### src/rtl/addrcalcsec_mul_sched.sv
// Round-robin scheduler sharing one combinational pointer-bounds recompute unit between
// NREQ requesters: issue register (S1) drives the unit, output register (S2) holds results.
module addrcalcsec_mul_sched #(
  parameter int unsigned NREQ = 4,
  parameter int unsigned IDW  = 2
) (
  input  logic                 clk,
  input  logic                 rst,
  input  logic [NREQ-1:0]      req_vld,
  input  logic [NREQ*65-1:0]   req_A,
  input  logic [NREQ*12-1:0]   req_B,
  input  logic [NREQ*4-1:0]    req_attr,
  output logic [NREQ-1:0]      req_rdy,
  output logic [64:0]          u_A,
  output logic [11:0]          u_B,
  output logic [3:0]           u_attr,
  input  logic [64:0]          u_res,
  output logic                 rsp_vld,
  output logic [IDW-1:0]       rsp_id,
  output logic [64:0]          rsp_res,
  output logic                 rsp_clamp,
  input  logic                 rsp_rdy,
  input  logic                 flush,
  output logic                 busy
);

  // Exponent field of the pointer operand, directly below the tag bit.
  localparam int unsigned ExpLsb = 59;
  localparam int unsigned ExpW   = 5;
  localparam int unsigned PW     = IDW + 1;
  localparam logic [IDW:0] NreqW = PW'(NREQ);

  logic           s1_vld_q, s1_vld_d;
  logic           s2_vld_q, s2_vld_d;
  logic [IDW-1:0] rr_ptr_q, rr_ptr_d;
  logic [IDW-1:0] s1_id_q, s1_id_d;
  logic [64:0]    u_a_q, u_a_d;
  logic [11:0]    u_b_q, u_b_d;
  logic [3:0]     u_attr_q, u_attr_d;
  logic [IDW-1:0] rsp_id_q, rsp_id_d;
  logic [64:0]    rsp_res_q, rsp_res_d;
  logic           rsp_clamp_q, rsp_clamp_d;

  logic           s1_adv, s2_adv, accept, found;
  logic [IDW-1:0] win;
  logic [IDW:0]   scan_idx;
  logic [64:0]    sel_a;
  logic [11:0]    sel_b;
  logic [3:0]     sel_attr;
  logic           clamp;

  assign s2_adv = !s2_vld_q || rsp_rdy;
  assign s1_adv = !s1_vld_q || s2_adv;

  // Scan upward from rr_ptr_q, wrapping at NREQ (which need not be a power of two).
  always_comb begin
    win      = '0;
    found    = 1'b0;
    scan_idx = '0;
    for (int unsigned off = 0; off < NREQ; off++) begin
      scan_idx = {1'b0, rr_ptr_q} + PW'(off);
      if (scan_idx >= NreqW) begin
        scan_idx = scan_idx - NreqW;
      end
      if (!found && req_vld[scan_idx[IDW-1:0]]) begin
        found = 1'b1;
        win   = scan_idx[IDW-1:0];
      end
    end
  end

  assign accept = rst && s1_adv && !flush && found;

  always_comb begin
    req_rdy = '0;
    for (int unsigned i = 0; i < NREQ; i++) begin
      req_rdy[i] = accept && (win == IDW'(i));
    end
  end

  always_comb begin
    sel_a    = '0;
    sel_b    = '0;
    sel_attr = '0;
    for (int unsigned i = 0; i < NREQ; i++) begin
      if (win == IDW'(i)) begin
        sel_a    = req_A[i*65 +: 65];
        sel_b    = req_B[i*12 +: 12];
        sel_attr = req_attr[i*4 +: 4];
      end
    end
  end

  assign clamp = u_attr_q[3] && (u_b_q[11:7] > u_a_q[ExpLsb+ExpW-1:ExpLsb]);

  always_comb begin
    s1_vld_d    = s1_vld_q;
    s2_vld_d    = s2_vld_q;
    rr_ptr_d    = rr_ptr_q;
    s1_id_d     = s1_id_q;
    u_a_d       = u_a_q;
    u_b_d       = u_b_q;
    u_attr_d    = u_attr_q;
    rsp_id_d    = rsp_id_q;
    rsp_res_d   = rsp_res_q;
    rsp_clamp_d = rsp_clamp_q;

    if (flush) begin
      s1_vld_d = 1'b0;
      s2_vld_d = 1'b0;
    end else begin
      if (s1_adv) begin
        s1_vld_d = accept;
      end
      if (s2_adv) begin
        s2_vld_d = s1_vld_q;
        if (s1_vld_q) begin
          rsp_res_d   = u_res;
          rsp_id_d    = s1_id_q;
          rsp_clamp_d = clamp;
        end
      end
    end

    if (accept) begin
      u_a_d    = sel_a;
      u_b_d    = sel_b;
      u_attr_d = sel_attr;
      s1_id_d  = win;
      rr_ptr_d = (win == IDW'(NREQ - 1)) ? '0 : win + IDW'(1);
    end
  end

  always_ff @(posedge clk) begin
    if (!rst) begin
      s1_vld_q    <= 1'b0;
      s2_vld_q    <= 1'b0;
      rr_ptr_q    <= '0;
      s1_id_q     <= '0;
      u_a_q       <= '0;
      u_b_q       <= '0;
      u_attr_q    <= '0;
      rsp_id_q    <= '0;
      rsp_res_q   <= '0;
      rsp_clamp_q <= 1'b0;
    end else begin
      s1_vld_q    <= s1_vld_d;
      s2_vld_q    <= s2_vld_d;
      rr_ptr_q    <= rr_ptr_d;
      s1_id_q     <= s1_id_d;
      u_a_q       <= u_a_d;
      u_b_q       <= u_b_d;
      u_attr_q    <= u_attr_d;
      rsp_id_q    <= rsp_id_d;
      rsp_res_q   <= rsp_res_d;
      rsp_clamp_q <= rsp_clamp_d;
    end
  end

  assign u_A       = u_a_q;
  assign u_B       = u_b_q;
  assign u_attr    = u_attr_q;
  assign rsp_vld   = s2_vld_q;
  assign rsp_id    = rsp_id_q;
  assign rsp_res   = rsp_res_q;
  assign rsp_clamp = rsp_clamp_q;
  assign busy      = s1_vld_q || s2_vld_q;

endmodule
### config.mk
export PLATFORM = sky130hd
export DESIGN_NAME = addrcalcsec_mul_sched
export DESIGN_NICKNAME = d
export VERILOG_FILES = /design/src/rtl/addrcalcsec_mul_sched.sv
export SDC_FILE = /design/constraint.sdc
export NUM_CORES = 1
export LEC_CHECK = 0
export BUFFER_PORTS_ARGS = -buffer_cell sky130_fd_sc_hd__buf_2
export CAP_MARGIN = 10
export CORE_AREA = 2 2 216 218
export DETAILED_ROUTE_END_ITERATION = 8
export DIE_AREA = 0 0 218 220
export HOLD_SLACK_MARGIN = 0.08
export PLACE_DENSITY = 0.53
export SLEW_MARGIN = 25
export SYNTH_ARGS = -nofsm -noshare
export SYNTH_HDL_FRONTEND = slang
export SYNTH_SLANG_ARGS = --single-unit
### constraint.sdc
create_clock -name clk -period 2.9 [get_ports clk]
set_input_delay 0.725 -clock clk [delete_from_list [all_inputs] [get_ports clk]]
set_output_delay 0.725 -clock clk [all_outputs]
set_load 0.01 [all_outputs]
; Yosys cells after proc, flatten, opt, wreduce, memory -nomap -nowiden
; Cells that the tools add are included.
; Widths: inputs -> output; s select.
[totals]
output_inout_bits = 155
word_cells = 88
input_bits = 397
register_bits = 155
[classes]
bitwise = 2
n_lt_le_gt_ge = 9
n_eq_ne = 3
n_reduce_logical = 23
muxes = 33
addsub = 8
[ops]
columns = operator, count
row1 = $mux 65, 4
row2 = $mux 12, 4
row3 = $mux 2, 9
row4 = $mux 4, 4
row5 = $lt 2x3->1 const B, 4
row6 = $logic_and 1x1->1, 11
row7 = $ge 3x3->1 const B, 3
row8 = $bmux 1 s2, 4
row9 = $mux 1, 8
row10 = $sub 2x1->2 const B, 4
row11 = $add 2x2->3 const B, 2
row12 = $logic_not 1->1, 6
row13 = $gt 5x5->1, 1
row14 = $eq 2x2->1 const B, 2
row15 = $add 2x1->3 const B, 1
row16 = $ge 2x3->1 const B, 1
row17 = $logic_or 1x1->1, 3
row18 = $reduce_and 3->1, 1
row19 = $add 2x1->2 const B, 1
row20 = $eq 2x1->1 const B, 1
row21 = $logic_not 2->1, 1
row22 = $not 1->1, 2
row23 = $reduce_or 2->1, 1

; Longest topological paths before layout
; Gate-level depths: netlist of the first run.
[logic_depth]
ltp_word = 19
depth_mapped = 12
mapped_depth_nobuf = 9

; Least setup slack after synthesis of the first run
; OpenSTA, ideal clock, no wires.
[synth_path]
path_kind = input to output
startpoint = input req_vld[1]
endpoint = output req_rdy[3]
n_path_buf = 3
setup_slack_ns = -0.209
required_ns = 2.175
cell_stages = 8
t_arrival_ns = 2.384
cell_sequence = nand2b_1 > a21oi_1 > nor4_1 > ha_1 > buf_2 > buf_2 > clkbuf_1 > and2_1
[synth_via]
elab_chain_len = 14
word_cells_on_any_way = 25
cone_classes = eq/ne (1) / mux (16) / reduce/logical (8)
[synth_rtl]
columns = element, line_no
row1 = start: declaration, 9  ; input logic [NREQ-1:0] req_vld,
row2 = $bmux 1 s2, 65  ; if (!found && req_vld[scan_idx[IDW-1:0]]) begin
row3 = $mux 1 (implied by the code), 65
row4 = $mux 1, 65
row5 = $logic_not 1->1, 65
row6 = $logic_and 1x1->1, 65
row7 = $mux 1, 65
row8 = $logic_not 1->1, 65
row9 = $logic_and 1x1->1, 65
row10 = $mux 1, 65
row11 = $logic_not 1->1, 65
row12 = $logic_and 1x1->1, 65
row13 = $mux 2 *, 65
row14 = named net win[0], 45  ; logic [IDW-1:0] win;
row15 = $eq 2x2->1 *, 77  ; req_rdy[i] = accept && (win == IDW'(i));
row16 = $logic_and 1x1->1 *, 77
row17 = end: declaration, 13  ; output logic [NREQ-1:0] req_rdy,
; The timed path passes the listed nets; every way through them passes the cells marked *. The select of a mux whose other input is x is not followed.

; Worst setup path in the final report of the first run
[layout_path]
startpoint = input req_vld[3]
endpoint = output req_rdy[3]
; The elaborated chain is that of the path after synthesis.

==> metrics.txt, run 1 <==
min cycle time layout=~2800 ps; R2R setup slack=approximately 410 ps; area of the die=about 48000 um^2; syn_area_per_cell=~7.3 um^2; endpoint class of the critical path=primary output; max capacitance violation total=0; number of logic stages on the critical path including buffering=8; P&R area growth vs syn=50.3%; hold bufs inserted after CTS=0; kind of cell with the highest combined delay on the critical path=buffers and inverters; number of optimization iterations in the first detailed-route pass=5; number of distinct standard cells referenced by the synthesized netlist=39; worst reg2reg path startpoint=rr_ptr_q[1]; global-route wire length before repair=around 56000 um; Leak=6.22 nW; Vias/cell=roughly 4.5; boundary pin count=approximately 550; clock tree from TritonCTS=built; total of flip-flops plus latches after synthesis=about 160; outcome=finished clean; launching element of the worst setup path=req_vld[3]; highest attainable clock frequency=around 360 MHz; Cells after Synth=1182; end of the worst register-to-register path=u_attr[3]; clk sinks=155; most frequent cell after synthesis=sky130_fd_sc_hd__nand2_1; count of flip-flops with a built-in enable after synthesis=0; Root Driver=sky130_fd_sc_hd__clkbuf_16; share of the synthesized area in the top cell type=about 36%; total setup violations reported at the end of the flow=0; Die X-Extent=~220 um; crit path cell chain=buf_2 > nor4_4 > nor4_2 > buf_4 > buf_4 > ha_4 > and2_1 > buf_4; fraction of final layout cells sized beyond drive strength 1=a little over two fifths; most used cell along the critical path=sky130_fd_sc_hd__buf_4; syn nets=1588; CTS Buffer Depth=2; Final Max Tran Viols=0; Num CTS Buffers=17; slew at the pin closest to its max-slew limit=between 600 and 700 ps; combined buffer and inverter count along the critical path=4; capturing instance or port of the critical path=req_rdy[3]; Skew-Pair Late Insertion Delay=490 ps; worst reg2reg path depth=14; residual overflow from global routing=0; core region area=45900 um^2; data arrival time of the worst path=2070 ps; netlist area before placement=about 8700 um^2; port buffer count=between 500 and 600; leading cell types by total area after synthesis=sky130_fd_sc_hd__dfxtp_1 36%, sky130_fd_sc_hd__a21oi_1 9.6%, sky130_fd_sc_hd__nand2_1 9.6%; share of the clock period used by the worst path=96.5%; Final Power=between 0.006 and 0.007 W; setup repair after global routing missed its margin=no; initial standard-cell utilization of the core=between 10% and 20%; skew final=12.9 ps; crit start category=input port; Vias=between 10000 and 15000; cell area power density=492 nW/um^2; H-tree Lvls=4; top cells by instance count after synthesis=222 x sky130_fd_sc_hd__nand2_1, 167 x sky130_fd_sc_hd__a21oi_1, 155 x sky130_fd_sc_hd__dfxtp_1, 154 x sky130_fd_sc_hd__o21ai_0, 89 x sky130_fd_sc_hd__inv_1; Design Area, Final=13100 um^2; crit path kind=input port to primary output; Avg WL per Cell=16.8 um; weighted congestion reported at the end of routability-driven placement=roughly 0.94; number of core rows=79; hold crit path type=register to register; die span in y=220 um; residual antenna-violating net count after detailed routing=0; worst voltage drop across the vdd grid=0.316 mV; required time worst endpoint=between 2000 and 2500 ps; highest fanout seen on the critical path=4; remaining design rule violation count=0; number of global-route vias before repair=~10000; worst max-slew margin expressed relative to the limit=between 50 and 60%; Final Hold Fails=0; overall track demand over capacity in global routing=between 10% and 20%; aggregate routed wire length=slightly below 40000 um; biggest area consumer among synthesized cells=sky130_fd_sc_hd__dfxtp_1; slowest stage cell, crit path=sky130_fd_sc_hd__nor4_4; hpwl dp=29800 um; share of synthesized registers carrying an async set or reset=0%; clock-pin slew reported for the worst setup and hold paths after clock tree synthesis=about 70 ps; commonest register cell after synthesis=sky130_fd_sc_hd__dfxtp_1; CP max stage delay=350 ps; number of nets in the final layout=2103; number of antenna violations at the first check in global routing=6; register area share after synthesis=a little over a third; largest net degree at the start of global routing=~160; instance area after placement=~12000 um^2; 1st-iter DRT viols=approximately 450; Yosys warning count=0
-- final cells by class --
class                      count  area [um^2]
antenna                        5         12.5
sequential                   155         3100
fill                        5053        32800
clock buffer                  18          439
timing repair buffer         610         3470
multi-input combinational    824         4800
tap                          607          759
clock inverter                14          136
inverter                      89          334
-- how the worst min path moves through the flow --
stage	from	end	cells past startpoint	slack, ps
after floorplan	s1_id_q[1]	rsp_id[1]	2	440
after global placement	rsp_res[34]	rsp_res[34]	2	440
after detailed placement	rsp_res[29]	rsp_res[29]	2	440
after CTS	u_res[48]	rsp_res[48]	3	420
after global routing	u_res[48]	rsp_res[48]	3	440
final	rsp_res[29]	rsp_res[29]	2	450
-- cell families (layout without fill, tap and decap cells) --
family                     count (synthesis)  after routing  synth area share (%)
AOI/OAI and AO/OA                        491            491                  37.7
adders and majority gates                  9              9                  1.30
buffers and inverters                    203            731                  10.2
DFF                                      155            155                  35.7
muxes                                      1              1                 0.115
other                                      0              5                     0
and+or+nand+nor                          323            323                  14.9
-- cells in the final DEF, fill, tap and decap left out, drive strengths merged, types with 2 or more instances in the layout --
cell / count
a221oi: 81
inv: 95
and2: 4
nor3b: 2
nand2: 222
nor2: 85
a21boi: 69
clkinvlp: 5
nor4: 3
a21oi: 167
buf: 610
dfxtp: 155
o21ai: 165
ha: 9
nand2b: 2
clkbuf: 18
clkinv: 2
nand3: 2
diode: 5
-- worst min-delay path: stages, from the launching register on --
cell and delay [ps]:
sky130_fd_sc_hd__dfxtp_1 310, sky130_fd_sc_hd__nand2_1 50, sky130_fd_sc_hd__a21boi_1 50
-- metal layers --
| metal | wire (um) | track usage, % | vias to the layer above | part of all wire, % |
|---|---|---|---|---|
| li1 | - | - | 5108 | - |
| met1 | 15800 | 17.3 | 4790 | 41 |
| met2 | 19200 | 26.9 | 420 | 49 |
| met3 | 2960 | 5.40 | 43 | 7.6 |
| met4 | 969 | 6.78 | 2 | 2.5 |
| met5 | 11 | 0 | - | 0.028 |
-- report_power, final --
| group | switching [W] | internal [W] |
|---|---|---|
| logic | 0.00104 | 0.000784 |
| clock network | 0.00106 | 0.00122 |
| registers | 0.0000753 | 0.00225 |
| total | 0.00217 | 0.00425 |
-- what timing repair did --
action | CTS | global route
pin swaps | 1 | 4
endpoints found under the setup margin | 4 | 4
resized for setup | 3 | 11
setup buffers | 1 | 7
-- state kept, by name (all words and copies together) (netlist names) --
signal     count
rsp_res       65
u_A           65
u_B           12
u_attr         4
rr_ptr_q       2
rsp_id         2
s1_id_q        2
rsp_clamp      1
rsp_vld        1
s1_vld_q       1
-- stage by stage --
step	cells	utilization (%)	TNS, ps	setup WS, ps	hold WS (ps)
6_report	2322	28.5	0	100	448
5_1_grt	2322	28.5	0	6.09	438
4_1_cts	2310	28.3	-26.4	-16.1	420
3_5_place_dp	2277	27.0	-371	-55.8	443
3_3_place_gp	2277	27.0	-432	-56.3	437
2_1_floorplan	1182	-	-2.58	-2.58	441
Note: power is estimated with default switching activity, not from simulation.
==> run 2, diff against run 1 <==
--- a/config.mk
+++ b/config.mk
@@ -9,7 +9,7 @@
 export CAP_MARGIN = 10
-export CORE_AREA = 2 2 216 218
+export CORE_AREA = 2 2 213 215
 export DETAILED_ROUTE_END_ITERATION = 8
-export DIE_AREA = 0 0 218 220
+export DIE_AREA = 0 0 215 217
 export HOLD_SLACK_MARGIN = 0.08
-export PLACE_DENSITY = 0.53
+export PLACE_DENSITY = 0.54
 export SLEW_MARGIN = 25
==> constraint.sdc (replaced) <==
create_clock -name clk -period 2.9 [get_ports clk]
set_input_delay 0.29 -clock clk [delete_from_list [all_inputs] [get_ports clk]]
set_output_delay 0.29 -clock clk [all_outputs]
set_load 0.01 [all_outputs]
==> run 2 against run 1 <==
Clock skew about the same. Critical path type is now register to primary output. Critical endpoint is now req_rdy[1]. Hold slack got worse by 320 ps. Clock power increased by 2%. Maximum frequency increased by 5.7%. Total power increased by 2.2%. Sequential cell count unchanged. Final area increased by 7.5%. Non-clock buffer count increased by 103.
==> metrics.txt, run 2 (same netlist as run 1, synthesis figures left out) <==
number of core rows=a little under 80; internal portion of total power=between 0.004 and 0.005 W; residual overflow from global routing=0; hpwl dp=28000 um; clock tree from TritonCTS=built; endpoint class of the critical path=primary output; highest attainable clock frequency=between 300 and 400 MHz; met1 layer wirelength in the final routing=16200 um; final cell utilization of the core=about a third; P&R area growth vs syn=61.6%; final sum of negative setup slack=0 ps; Root Driver=sky130_fd_sc_hd__clkbuf_16; most common cell after layout, fill and taps aside=sky130_fd_sc_hd__buf_2; min cycle time layout=~2600 ps; largest net degree at the start of global routing=90; Avg WL per Cell=16.7 um; remaining design rule violation count=0; H-tree Lvls=4; area of the die=about 47000 um^2; setup repair after global routing missed its margin=no; Met3 Wirelength=around 3000 um; port buffer count=approximately 550; weighted congestion reported at the end of routability-driven placement=around 0.9; slowest stage cell, crit path=sky130_fd_sc_hd__dfxtp_2; skew final=between 10 and 15 ps; kind of cell with the highest combined delay on the critical path=buffers and inverters; clk sinks=roughly 160; CP max stage delay=approximately 390 ps; fraction of final layout cells sized beyond drive strength 1=about 37%; Skew-Pair Late Insertion Delay=between 400 and 500 ps; routed length on met2=19500 um; data arrival time of the worst path=~2400 ps; highest fanout seen on the critical path=77; slew at the pin closest to its max-slew limit=806 ps; CTS Buffer Depth=2; number of optimization iterations in the first detailed-route pass=5; residual antenna-violating net count after detailed routing=0; Num CTS Buffers=17; overall track demand over capacity in global routing=16.8%; hold crit path type=input port to register; global-route wire length before repair=~60000 um; switching power share of the total=between 30 and 40%; total setup violations reported at the end of the flow=0; clock group share of total power=between 30 and 40%; number of nets in the final layout=~2200; commonest cells after routing, fill and taps aside=550 x sky130_fd_sc_hd__buf_2, 222 x sky130_fd_sc_hd__nand2_1, 167 x sky130_fd_sc_hd__a21oi_1; highest metal layer with signal wires=met5; clock-pin slew reported for the worst setup and hold paths after clock tree synthesis=70 ps; worst voltage drop across the vdd grid=about 0.47 mV; antenna cell count=0; Final Hold Fails=0; crit path kind=register to primary output; crit start category=register; die span in y=217 um; crit path cell chain=mux2i_1 > nor2_1 > nor4_2 > buf_4 > ha_4 > buf_16 > and2_1 > buf_2; initial standard-cell utilization of the core=19.4%; Die X-Extent=~220 um; Leak=about 6.6 nW; Vias/cell=about 4.5; part of the power in combinational logic=between 20 and 30%; combined buffer and inverter count along the critical path=3; Net Sw Power=around 0.0022 W; Vias=approximately 11000; Final Max Tran Viols=0; sequential power share=35.4%; 1st-iter DRT viols=between 500 and 600; max capacitance violation total=0; number of global-route vias before repair=10700; Final Power=0.00657 W; aggregate routed wire length=just over 40000 um; worst max-slew margin expressed relative to the limit=a little under half; number of antenna violations at the first check in global routing=3; boundary pin count=around 550; required time worst endpoint=roughly 2600 ps; core region area=44700 um^2; outcome=finished clean; cell area power density=468 nW/um^2; share of the clock period used by the worst path=roughly nine tenths
run 2: cell types whose count changed in the layout (fill, tap and decap cells not counted), sizes merged:
| cell | before | now |
|---|---|---|
| buf | 610 | 577 |
| clkinvlp | 5 | 3 |
| clkinv | 2 | 6 |
| clkbuf | 18 | 17 |
| bufinv | 1 | 2 |
| inv | 95 | 93 |
| diode | 5 | 0 |
| dlygate4sd3 | 0 | 136 |
run 2: repair_timing:
action / 4_1_cts / 5_1_grt
hold buffers: 136 / 0
gates resized for setup: 1 / 2
endpoints found under the hold margin: 136 / 0
setup endpoints to repair: 2 / 2
pin swaps: 1 / 0
setup buffers: 2 / 0
run 2: metrics by stage:
stage	std cells	setup WS [ps]	hold WS, ps	instance area (um^2)
after global routing	2413	48.9	95.4	14000
after global placement	2243	77.9	437	12000
final	2413	251	123	14000
after CTS	2413	106	82.7	14000
after detailed placement	2243	75.3	443	12000
after floorplan	1182	432	425	8680
run 2: final timing paths:
path         depth (start not counted)           to         start  slack, ps
max                                  8   req_rdy[1]   rr_ptr_q[1]        250
min                                  3    u_attr[2]  req_attr[14]        120
max reg2reg                         10       u_A[8]   rr_ptr_q[1]        280
min reg2reg                          2  rsp_res[45]   rsp_res[45]        450
run 2: area by class of cell:
| type | count | area (um^2) |
|---|---|---|
| Multi-Input combinational cell | 824 | 4770 |
| Clock inverter | 15 | 168 |
| Fill cell | 4834 | 30700 |
| Sequential cell | 155 | 3100 |
| Clock buffer | 17 | 425 |
| Tap cell | 600 | 751 |
| Timing Repair Buffer | 713 | 4480 |
| Inverter | 89 | 334 |
run 2: tightest hold or removal path: cells and delay by family:
| kind | cells | cell delay, ps |
|---|---|---|
| AOI/OAI and AO/OA | 1 | 70 |
| buffers and inverters | 1 | 100 |
| and+or+nand+nor | 1 | 100 |
run 2: power groups by stage:
| stage | combinational, W | clock [W] | sequential (W) |
|---|---|---|---|
| floorplan | 0.000916 | 0 | 0.00241 |
| detailed placement | 0.00170 | 0 | 0.00237 |
| finish | 0.00191 | 0.00233 | 0.00233 |
| global placement | 0.00168 | 0 | 0.00237 |
| global route | 0.00209 | 0.00250 | 0.00234 |
| CTS | 0.00191 | 0.00245 | 0.00233 |
run 2: per-layer routing:
layer	global-route usage, %	up-vias
met5	0	-
met3	4.68	80
met4	8.23	2
met1	19.1	5056
li1	-	5309
met2	28.9	509
==> run 3, diff against run 2 <==
CTS_BUF_LIST = sky130_fd_sc_hd__clkbuf_8   (was unset)
==> run 3 against run 2 <==
Global-route usage increased by 0.11 points. Sequential cell count unchanged. Register-to-register slack improved by 20 ps. Hold slack improved by 24 ps. Via count increased by 1.7%. Utilization increased by 0.11 points. Sequential power about the same. Highest routed layer unchanged.
==> metrics.txt, run 3 (same netlist as run 1, synthesis figures left out) <==
outcome=finished clean; Avg WL per Cell=between 15 and 20 um; initial standard-cell utilization of the core=approximately a fifth; number of antenna violations at the first check in global routing=3; Leak=between 6 and 7 nW; clock tree from TritonCTS=built; data arrival time of the worst path=between 2000 and 2500 ps; overall track demand over capacity in global routing=between 10% and 20%; Vias=roughly 11000; number of optimization iterations in the first detailed-route pass=5; Final Power=slightly above 0.006 W; hold crit path type=input port to register; highest attainable clock frequency=between 300 and 400 MHz; worst hold slack=approximately 150 ps; core region area=around 45000 um^2; kind of cell with the highest combined delay on the critical path=simple AND/OR/NAND/NOR gates; CTS Buffer Depth=2; combined buffer and inverter count along the critical path=2; 1st-iter DRT viols=between 500 and 600; largest net degree at the start of global routing=90; weighted congestion reported at the end of routability-driven placement=roughly 0.90; min cycle time layout=about 2700 ps; highest fanout seen on the critical path=22; P&R area growth vs syn=62.2%; most common cell after layout, fill and taps aside=sky130_fd_sc_hd__buf_2; share of the clock period used by the worst path=92.5%; skew final=13.3 ps; slowest stage cell, crit path=sky130_fd_sc_hd__ha_4; Final Max Tran Viols=0; total setup violations reported at the end of the flow=0; final cell utilization of the core=approximately a third; aggregate routed wire length=~42000 um; area of combinational cells with multiple inputs=between 4000 and 5000 um^2; area of the die=46700 um^2; footprint of the flip-flops and latches=between 3000 and 4000 um^2; crit path kind=register to primary output; Final Hold Fails=0; worst max-slew margin expressed relative to the limit=a little under half; max capacitance violation total=0; CP max stage delay=roughly 510 ps; number of core rows=78; Vias/cell=about 4.6; crit path cell chain=nor3b_1 > nor4_2 > inv_1 > ha_4 > and2_1 > buf_2; endpoint class of the critical path=primary output; worst voltage drop across the vdd grid=0.271 mV; residual overflow from global routing=0; Root Driver=sky130_fd_sc_hd__clkbuf_8; slew at the pin closest to its max-slew limit=821 ps; number of global-route vias before repair=between 10000 and 15000; commonest cells after routing, fill and taps aside=550 x sky130_fd_sc_hd__buf_2, 222 x sky130_fd_sc_hd__nand2_1, 167 x sky130_fd_sc_hd__a21oi_1; required time worst endpoint=around 2600 ps; Skew-Pair Late Insertion Delay=around 540 ps; crit start category=register; global-route wire length before repair=60500 um; number of nets in the final layout=2226; boundary pin count=between 500 and 600; clock-pin slew reported for the worst setup and hold paths after clock tree synthesis=90 ps; residual antenna-violating net count after detailed routing=0; Filler cells=slightly below 5000; H-tree Lvls=4; fraction of final layout cells sized beyond drive strength 1=a little under two fifths; Die X-Extent=between 200 and 250 um; clk sinks=155; cell area power density=430 nW/um^2; hpwl dp=about 28000 um; remaining design rule violation count=0; port buffer count=between 500 and 600; die span in y=around 220 um; Num CTS Buffers=17
run 3: changes by cell type in the layout (fill, tap and decap cells not counted), sizes merged:
cell         change
diode            +1
buf              +1
dlygate4sd3     +17
clkbuf           +2
run 3: per-layer routing:
metal	GRT usage [%]	share of wire, %
met5	0	0.029
met4	8.48	3.7
met3	4.43	7.1
met2	29.2	48
met1	19.2	41
run 3: cell type report:
| class | count | share of cell area [%] |
|---|---|---|
| Timing Repair Buffer | 733 | 33.5 |
| Antenna cell | 1 | 0.0178 |
| Tap cell | 600 | 5.33 |
| Clock buffer | 17 | 1.66 |
| Multi-Input combinational cell | 824 | 33.9 |
| Clock inverter | 15 | 1.19 |
| Inverter | 89 | 2.37 |
| Sequential cell | 155 | 22.1 |
run 3: worst paths after layout:
check	end	start	cells after the start	slack [ps]
worst max register to register	u_A[8]	rr_ptr_q[1]	10	300
worst min-delay path	u_B[11]	req_B[23]	5	150
worst min register to register	rsp_res[45]	rsp_res[45]	2	450
worst max-delay path	req_rdy[0]	rr_ptr_q[1]	6	220
run 3: repair_timing:
action / CTS / global route
setup endpoints to repair: 4 / 4
endpoints found under the hold margin: 148 / 0
pin swaps: 1 / 0
cloned: 0 / 2
resized for setup: 1 / 4
buffers inserted: 2 / 1
hold buffers: 153 / 0
run 3: report_power, final:
group          switching [W]  leakage, nW  total, W  internal (W)
sequential         0.0000742         1.27   0.00232       0.00225
combinational        0.00111         5.15   0.00197      0.000859
clock               0.000987        0.196   0.00177      0.000779
run 3: worst reg2reg max path, delay by kind of cell (launching register included):
kind | cells | cell delay (ps)
buffers and inverters | 2 | 350
muxes | 1 | 200
DFF | 1 | 390
adders and majority gates | 1 | 220
AOI/OAI and AO/OA | 3 | 990
and+or+nand+nor | 3 | 370
run 3: metrics by stage:
stage / setup TNS (ps) / instance area [um^2] / instances / worst slack (ps)
2_1_floorplan: 0 / 8680 / 1182 / 432
3_3_place_gp: 0 / 12000 / 2243 / 77.9
3_5_place_dp: 0 / 12000 / 2243 / 75.3
4_1_cts: 0 / 14000 / 2430 / 6.22
5_1_grt: -3.02 / 14100 / 2433 / -3.02
6_report: 0 / 14100 / 2434 / 217
